## src/rtl/mem_access_unit.sv

```systemverilog
// Load/store and stack unit behind the EX/MEM register. It shares one memory port
// between reads and writes, so 32-bit stack operations take two memory accesses.
module mem_access_unit #(
  parameter int ADDR_W = 32,
  parameter int DATA_W = 16,
  parameter logic [ADDR_W-1:0] SP_INIT = 32'h000F_FFFF
) (
  input  logic                clk,
  input  logic                rst,
  input  logic                in_valid,
  output logic                in_ready,
  input  logic [2:0]          in_op,
  input  logic [ADDR_W-1:0]   in_addr,
  input  logic [2*DATA_W-1:0] in_wdata,
  output logic                out_valid,
  output logic [2*DATA_W-1:0] out_rdata,
  output logic                out_err,
  output logic [ADDR_W-1:0]   sp,
  output logic                mem_rd,
  output logic                mem_wr,
  output logic [ADDR_W-1:0]   mem_addr,
  output logic [DATA_W-1:0]   mem_wdata,
  input  logic [DATA_W-1:0]   mem_rdata
);

  // state | meaning
  // IDLE  | waiting for a request, in_ready high
  // W0    | first memory access (no strobe for an illegal op)
  // W1    | second access of PUSH32/POP32
  // RESP  | out_valid pulse, SP committed on entry
  typedef enum logic [1:0] {IDLE, W0, W1, RESP} state_t;

  localparam logic [2:0] OP_LDD    = 3'd0;
  localparam logic [2:0] OP_STD    = 3'd1;
  localparam logic [2:0] OP_PUSH   = 3'd2;
  localparam logic [2:0] OP_POP    = 3'd3;
  localparam logic [2:0] OP_PUSH32 = 3'd4;
  localparam logic [2:0] OP_POP32  = 3'd5;

  localparam logic [ADDR_W-1:0] SP_ONE = ADDR_W'(1);
  localparam logic [ADDR_W-1:0] SP_TWO = ADDR_W'(2);

  state_t              state;
  logic [2:0]          op_q;
  logic [DATA_W-1:0]   wdata_lo_q;
  logic [DATA_W-1:0]   rdata_lo_q;
  logic                is_wide;
  logic                is_illegal;

  assign in_ready   = (state == IDLE);
  assign is_wide    = (op_q == OP_PUSH32) || (op_q == OP_POP32);
  assign is_illegal = op_q[2] & op_q[1];

  // SP is only written on the edge into RESP, so every address here sees the
  // stack pointer as it was at acceptance.
  always_ff @(posedge clk or posedge rst) begin
    if (rst) begin
      state      <= IDLE;
      sp         <= SP_INIT;
      out_valid  <= 1'b0;
      out_err    <= 1'b0;
      out_rdata  <= '0;
      mem_rd     <= 1'b0;
      mem_wr     <= 1'b0;
      mem_addr   <= '0;
      mem_wdata  <= '0;
      op_q       <= OP_LDD;
      wdata_lo_q <= '0;
      rdata_lo_q <= '0;
    end else begin
      case (state)
        IDLE: begin
          out_valid <= 1'b0;
          out_err   <= 1'b0;
          if (in_valid) begin
            op_q       <= in_op;
            wdata_lo_q <= in_wdata[DATA_W-1:0];
            state      <= W0;
            case (in_op)
              OP_LDD: begin
                mem_rd   <= 1'b1;
                mem_addr <= in_addr;
              end
              OP_STD: begin
                mem_wr    <= 1'b1;
                mem_addr  <= in_addr;
                mem_wdata <= in_wdata[DATA_W-1:0];
              end
              OP_PUSH: begin
                mem_wr    <= 1'b1;
                mem_addr  <= sp;
                mem_wdata <= in_wdata[DATA_W-1:0];
              end
              OP_PUSH32: begin
                mem_wr    <= 1'b1;
                mem_addr  <= sp;
                mem_wdata <= in_wdata[2*DATA_W-1:DATA_W];
              end
              OP_POP, OP_POP32: begin
                mem_rd   <= 1'b1;
                mem_addr <= sp + SP_ONE;
              end
              default: ;
            endcase
          end
        end
        W0: begin
          if (is_wide) begin
            state <= W1;
            if (op_q == OP_PUSH32) begin
              mem_addr  <= sp - SP_ONE;
              mem_wdata <= wdata_lo_q;
            end else begin
              rdata_lo_q <= mem_rdata;
              mem_addr   <= sp + SP_TWO;
            end
          end else begin
            state     <= RESP;
            mem_rd    <= 1'b0;
            mem_wr    <= 1'b0;
            out_valid <= 1'b1;
            out_err   <= is_illegal;
            case (op_q)
              OP_LDD:  out_rdata <= {{DATA_W{1'b0}}, mem_rdata};
              OP_STD:  ;
              OP_PUSH: sp <= sp - SP_ONE;
              OP_POP: begin
                out_rdata <= {{DATA_W{1'b0}}, mem_rdata};
                sp        <= sp + SP_ONE;
              end
              default: out_rdata <= '0;
            endcase
          end
        end
        W1: begin
          state     <= RESP;
          mem_rd    <= 1'b0;
          mem_wr    <= 1'b0;
          out_valid <= 1'b1;
          out_err   <= 1'b0;
          if (op_q == OP_PUSH32) begin
            sp <= sp - SP_TWO;
          end else begin
            sp        <= sp + SP_TWO;
            out_rdata <= {mem_rdata, rdata_lo_q};
          end
        end
        RESP: begin
          state     <= IDLE;
          out_valid <= 1'b0;
          out_err   <= 1'b0;
        end
        default: state <= IDLE;
      endcase
    end
  end

endmodule

```

## config.mk

```make
export PLATFORM = sky130hd
export DESIGN_NAME = mem_access_unit
export DESIGN_NICKNAME = d
export VERILOG_FILES = /design/src/rtl/mem_access_unit.sv
export SDC_FILE = /design/constraint.sdc
export NUM_CORES = 1
export LEC_CHECK = 0
export CELL_PAD_IN_SITES_DETAIL_PLACEMENT = 0
export CELL_PAD_IN_SITES_GLOBAL_PLACEMENT = 1
export CORE_ASPECT_RATIO = 0.8
export CORE_MARGIN = 2
export CORE_UTILIZATION = 30
export CTS_CLUSTER_SIZE = 12
export DETAILED_ROUTE_END_ITERATION = 8
export HOLD_SLACK_MARGIN = 0.08
export PLACE_DENSITY = 0.72
export SYNTH_ARGS = -nofsm -noshare
export SYNTH_HDL_FRONTEND = slang
export SYNTH_SLANG_ARGS = --single-unit
```

## constraint.sdc

```tcl
create_clock -name clk -period 7.85 [get_ports clk]
set_input_delay 0.785 -clock clk [delete_from_list [all_inputs] [get_ports clk]]
set_output_delay 0.785 -clock clk [all_outputs]
set_load 0.005 [all_outputs]
```

# Word-level counts from Yosys, hierarchy flattened

Index checks and enable logic that the tools add are counted.

Add/subtract/negate cells: 4
Equality and inequality tests: 24
Multiplexer cells: 32
Bitwise operators: 2
Reduce and logical (&&, ||, !) cells: 25

Operators with widths:

| kind                                                                 | number |
|---|---|
| 32-bit one-hot mux with 2 select lines                               | 5 |
| 32-bit two-way mux                                                   | 7 |
| 32-bit one-hot mux with 3 select lines                               | 1 |
| 16-bit one-hot mux with 2 select lines                               | 2 |
| 16-bit two-way mux                                                   | 3 |
| 32-bit by 1-bit adder with 32-bit output, second input constant      | 1 |
| 32-bit by 2-bit adder with 32-bit output, second input constant      | 1 |
| 32-bit by 1-bit subtractor with 32-bit output, second input constant | 1 |
| 32-bit by 2-bit subtractor with 32-bit output, second input constant | 1 |
| 2-bit != test, second input constant                                 | 8 |
| 4-bit AND reduction                                                  | 4 |
| 2-bit OR reduction                                                   | 7 |
| 3-bit by 2-bit == test with 1-bit output, second input constant      | 4 |
| 3-bit == test, second input constant                                 | 4 |
| 1-bit one-hot mux with 3 select lines                                | 3 |
| 3-bit OR reduction                                                   | 3 |
| 1-bit two-way mux                                                    | 8 |
| 2-bit one-hot mux with 4 select lines                                | 1 |
| 3-bit by 1-bit == test with 1-bit output, second input constant      | 2 |
| 3-bit logical NOT                                                    | 2 |
| 3-bit AND reduction                                                  | 2 |
| 5-bit AND reduction                                                  | 1 |
| 2-bit == test, second input constant                                 | 2 |
| 4-bit by 3-bit != test with 1-bit output, second input constant      | 1 |
| 12 further kinds                                                     | 13 |

Bits in registers: 153
Bits of input ports: 86
Output and inout bits: 117
Word-level logic and storage cells: 99

# Logic depth before layout (Yosys ltp)

Word-level depth: 5
Mapped depth: 11
Depth with buffers taken out: 8

# Least setup slack after synthesis

Ideal clock, no wire load.

Path type: flip-flop to flip-flop
Start point: register sp[1]
End point: register mem_addr[25]
Setup time: 78 ps
Data arrival time: 2481 ps
Data required time: 7772 ps
Setup slack: 5292 ps
Cell stages (with the launch flop): 8
Path buffers: 1
Clock period less this slack: 2558 ps
Cell sequence: dfstp_2 -> ha_1 -> nand4_1 -> or4_1 -> buf_2 -> or4_4 -> a221o_1 -> a21oi_1

Word-level cells in the longest chain between the ends: 4
Elaborated cells on any way between the ends: 8
Classes of those cells: add/sub: 3; mux: 5

Ends and longest elaborated chain:

| item                                                                                | RTL line | text |
|---|---|---|
| start, declared                                                                     | 18       | `output logic [ADDR_W-1:0] sp,` |
| start signal, assigned                                                              | 126      | `OP_PUSH: sp <= sp - SP_ONE;` |
| start signal, assigned                                                              | 129      | `sp <= sp + SP_ONE;` |
| start signal, assigned                                                              | 142      | `sp <= sp - SP_TWO;` |
| 32-bit by 1-bit adder with 32-bit output (tied with other cells)                    | 101      | `mem_addr <= sp + SP_ONE;` |
| 32-bit one-hot mux with 3 select lines / 32-bit two-way mux (equally long branches) | 79, 110  |  |
| 32-bit two-way mux (on tied branches)                                               | 75, 108  |  |
| 32-bit one-hot mux with 2 select lines *                                            | 71       | `case (state)` |
| end signal, assigned                                                                | 82       | `mem_addr <= in_addr;` |
| end signal, assigned                                                                | 86       | `mem_addr <= in_addr;` |
| end signal, assigned                                                                | 101      |  |
| end, declared                                                                       | 21       | `output logic [ADDR_W-1:0] mem_addr,` |

Mark *: on every way between the ends. The rest lies on a longest branch, timed or not. The select of a mux whose other input is x is not followed.
A chain may end at the register's enable or synchronous reset.

# Final worst setup path

Start point: register state[1]
End point: register mem_addr[22]

Word-level cells in the longest chain between the ends: 3
Elaborated cells on any way between the ends: 8
Classes of those cells: eq/ne: 4; mux: 1; reduce/logical: 3

Ends and longest elaborated chain:

| item                                                                                 | RTL line | text |
|---|---|---|
| start, declared                                                                      | 43       | `state_t state;` |
| start signal, assigned                                                               | 58       | `state <= IDLE;` |
| start signal, assigned                                                               | 78       | `state <= W0;` |
| start signal, assigned                                                               | 109      | `state <= W1;` |
| 2-bit by 1-bit == test with 1-bit output / 2-bit logical NOT (equally long branches) | 71       |  |
| 2-bit != test (no source line) (tied with other cells)                               | -        |  |
| 4-bit AND reduction (no source line)                                                 | -        |  |
| end signal, assigned                                                                 | 82       |  |
| end signal, assigned                                                                 | 86       |  |
| end signal, assigned                                                                 | 91       | `mem_addr <= sp;` |

Several ways; a longest one is shown, not always the timed one.

==> impl_metrics.json <==
{
  "drtIter0Drc": 815,
  "p_per_area_mw_per_mm2": 411.4,
  "antenna_found_initial": 1,
  "postRouteAntennaNets": 0,
  "io-pin-count": 203,
  "dpl.hpwl_um": 26690,
  "clockBufferDepth": 2,
  "muxShareOfSynthArea": 0.06183,
  "grt_pass1_wl_um": 57390,
  "slowest_stage": "a2bb2oi_2",
  "cp_top_family": "simple AND/OR/NAND/NOR gates",
  "cts-buffers-inserted": 17,
  "grt_setup_unrepaired": "false",
  "setup_violations": 0,
  "grt_pass1_vias": 9095,
  "cts_tree": "done",
  "hold_viol": 0,
  "synth_top_family_by_area": "compound AO/OA/AOI/OAI gates",
  "vias": 9545,
  "ys_ff_latch": 153,
  "ys_seq_area_frac": 0.3935,
  "synth_area_leaders": "dfrtp_1 34%, nand2_1 5.6%, dfstp_2 5.4%",
  "hold_class": "reg2reg",
  "routabilityCongestion": 0.9354,
  "synth_edf_count": 0,
  "synth_nets": 1217,
  "finalSetupTns_ns": 0,
  "fin_crit_sh": 0.4835,
  "skew_ns": 0.01226,
  "worstSetupPathType": "reg2reg",
  "post_cts_resized": 0,
  "core-area_mm2": 0.03233,
  "status": "finished, final reports clean",
  "dieArea_mm2": 0.03412,
  "critPathBufInv": 2,
  "numClockSinks": 153,
  "wirelength_um": 37620,
  "cts_setup_buffers": 0,
  "cts_hold_buf": 0,
  "synth_top_area_share": 0.3398,
  "dpl_cell_area_mm2": 0.01212,
  "cp-start-kind": "flip-flop",
  "vias_per_cell": 5.605,
  "portBuffers": 202,
  "timing.fmax_mhz": 263.5,
  "drive_gt1_frac": 0.1098,
  "synth_top_area_cell": "dfrtp_1",
  "synth-adder-area-share": 0.01150,
  "layout.nets": 1357,
  "crit_fanout": 49,
  "synth_flop_cell": "dfrtp_1",
  "die_w_um": 206.0,
  "syn_to_final_growth_pct": 29.92,
  "htreeDepth": 4,
  "drc": 0,
  "maxSlewHeadroom": 0.2807,
  "tightest_slew_ns": 1.079,
  "crit_arrival_ns": 4.12,
  "syn_area_mm2": 0.009794,
  "yosysMostFrequentCell": "nand2_1",
  "grt_max_degree": 86,
  "slowest_delay_ns": 0.81,
  "synth_xor_area_frac": 0.06349,
  "synth_compound_area_frac": 0.2136,
  "design_area_mm2": 0.01272,
  "final.min_clock_period_ns": 3.796,
  "synth_warnings": 0,
  "syn_area_per_cell_um2": 8.729,
  "gr-total-overflow": 0,
  "synthSimpleGateAreaFrac": 0.2094,
  "crit_chain": "inv_1 -> ha_2 -> buf_4 -> nor2b_1 -> a2bb2oi_2 -> nand2_1 -> or3_1 -> a32oi_1 -> nor2_1",
  "dr.pass1.iters": 6,
  "cap_viol_max_count": 0,
  "row_count": 59,
  "leakage_nw": 4.694,
  "slew_violations": 0,
  "start_util": 0.3029,
  "endpoint_kind": "flip-flop",
  "track_usage": 0.2181,
  "wire_per_inst_um": 22.09,
  "cp.required_ns": 8.17,
  "ir_drop_v": 0.0001855,
  "die_h_um": 165.6,
  "yosys-top-cells-count": "146 x nand2_1, 133 x dfrtp_1, 88 x o21ai_0",
  "synthArstFlopShare": 1.000,
  "synthCells": 1122,
  "synth_cell_types": 76,
  "num-fill-cells": 3273,
  "insertion_delay_ns": 0.43,
  "clk_pin_slew_ns": 0.08,
  "root_buffer": "clkbuf_16"
}
-- cell families after synthesis --
family          Yosys count
mux                      56
compound gates          318
xor+xnor                 71
fa+ha+maj                 9
buf+inv                 110
flops                   153
simple gates            405
-- worst paths after layout --
path / start / endpoint / slack [ns] / cells past startpoint
worst min-delay path: out_rdata[6]$_DFFE_PP0P_ / out_rdata[6]$_DFFE_PP0P_ / 0.48 / 2
worst max register to register: state[1]$_DFFE_PP0N_ / mem_addr[22]$_DFFE_PP0P_ / 4.05 / 9
max in group asynchronous: rst / mem_addr[16]$_DFFE_PP0P_ / 5.42 / 3
min in group asynchronous: rst / out_rdata[28]$_DFFE_PP0P_ / 0.90 / 2
worst max-delay path: state[1]$_DFFE_PP0N_ / mem_addr[22]$_DFFE_PP0P_ / 4.05 / 9
worst min register to register: out_rdata[6]$_DFFE_PP0P_ / out_rdata[6]$_DFFE_PP0P_ / 0.48 / 2
-- flip-flops by register name, summed over array words and instances, names as in the netlist --
register / count
mem_wr: 1
out_valid: 1
out_rdata: 32
mem_addr: 32
rdata_lo_q: 16
mem_wdata: 16
sp: 32
mem_rd: 1
state: 2
out_err: 1
op_q: 3
wdata_lo_q: 16
-- layout make-up --
cell class | count | area [um2] | area share
clock buffers | 17 | 425.4 | 0.03343
diodes | 1 | 2.502 | 0.0001967
clock inverters | 15 | 177.7 | 0.01396
well taps | 427 | 534.3 | 0.04199
inverters | 15 | 61.31 | 0.004818
repair buffers | 216 | 2127 | 0.1672
flip-flops and latches | 153 | 3854 | 0.3029
multi-input cells | 859 | 5543 | 0.4356
-- worst min-delay path, cell delays in order (launching register included) --
cell and delay, ns:
dfrtp_1 0.34, nand2_1 0.04, o21ai_0 0.06
-- per-stage QoR --
step	setup WS [ns]	power (W)	util	hold WS, ns	std cells
finish	4.054	0.005235	0.3935	0.4779	1703
global route	3.774	0.005598	0.3935	0.5005	1702
CTS	4.037	0.005240	0.3935	0.4853	1702
detailed placement	3.734	0.004335	0.3748	0.4702	1670
global placement	3.764	0.004316	0.3748	0.4626	1670
floorplan	2.977	0.003122	-	0.4699	1122
-- layer usage --
layer	vias up	GRT usage	routed length, um
met5	-	0	0
met4	0	0.04814	372
met3	25	0.06612	3901
met2	423	0.2938	15390
met1	4665	0.3360	17960
li1	4432	-	-
-- report_power, final --
part | switching (W) | total (W) | internal [W] | leakage, nW
Clock | 0.000398 | 0.000881 | 0.000483 | 0.293
Sequential | 0.000538 | 0.00175 | 0.00121 | 1.86
Combinational | 0.00141 | 0.00261 | 0.00120 | 2.54
-- cell usage in the layout (no fill, tap or decap), types with 9 or more instances in the layout --
cell type,count
a221oi_1,13
o221ai_1,10
clkdlybuf4s50_1,202
mux2_2,36
nor2_1,72
mux2i_1,20
o21ai_0,88
xnor2_1,43
inv_1,13
dfrtp_1,133
nand3_1,35
nand4_1,21
nand2_1,146
xor2_1,27
nor3_1,35
o22ai_1,19
nor4_1,18
clkbuf_16,17
a21oi_1,60
o211ai_1,11
a211oi_1,18
buf_4,14
a32oi_1,9
a22oi_1,20
dfstp_2,20
a31oi_1,10
Note: power is estimated with default switching activity, not from simulation.
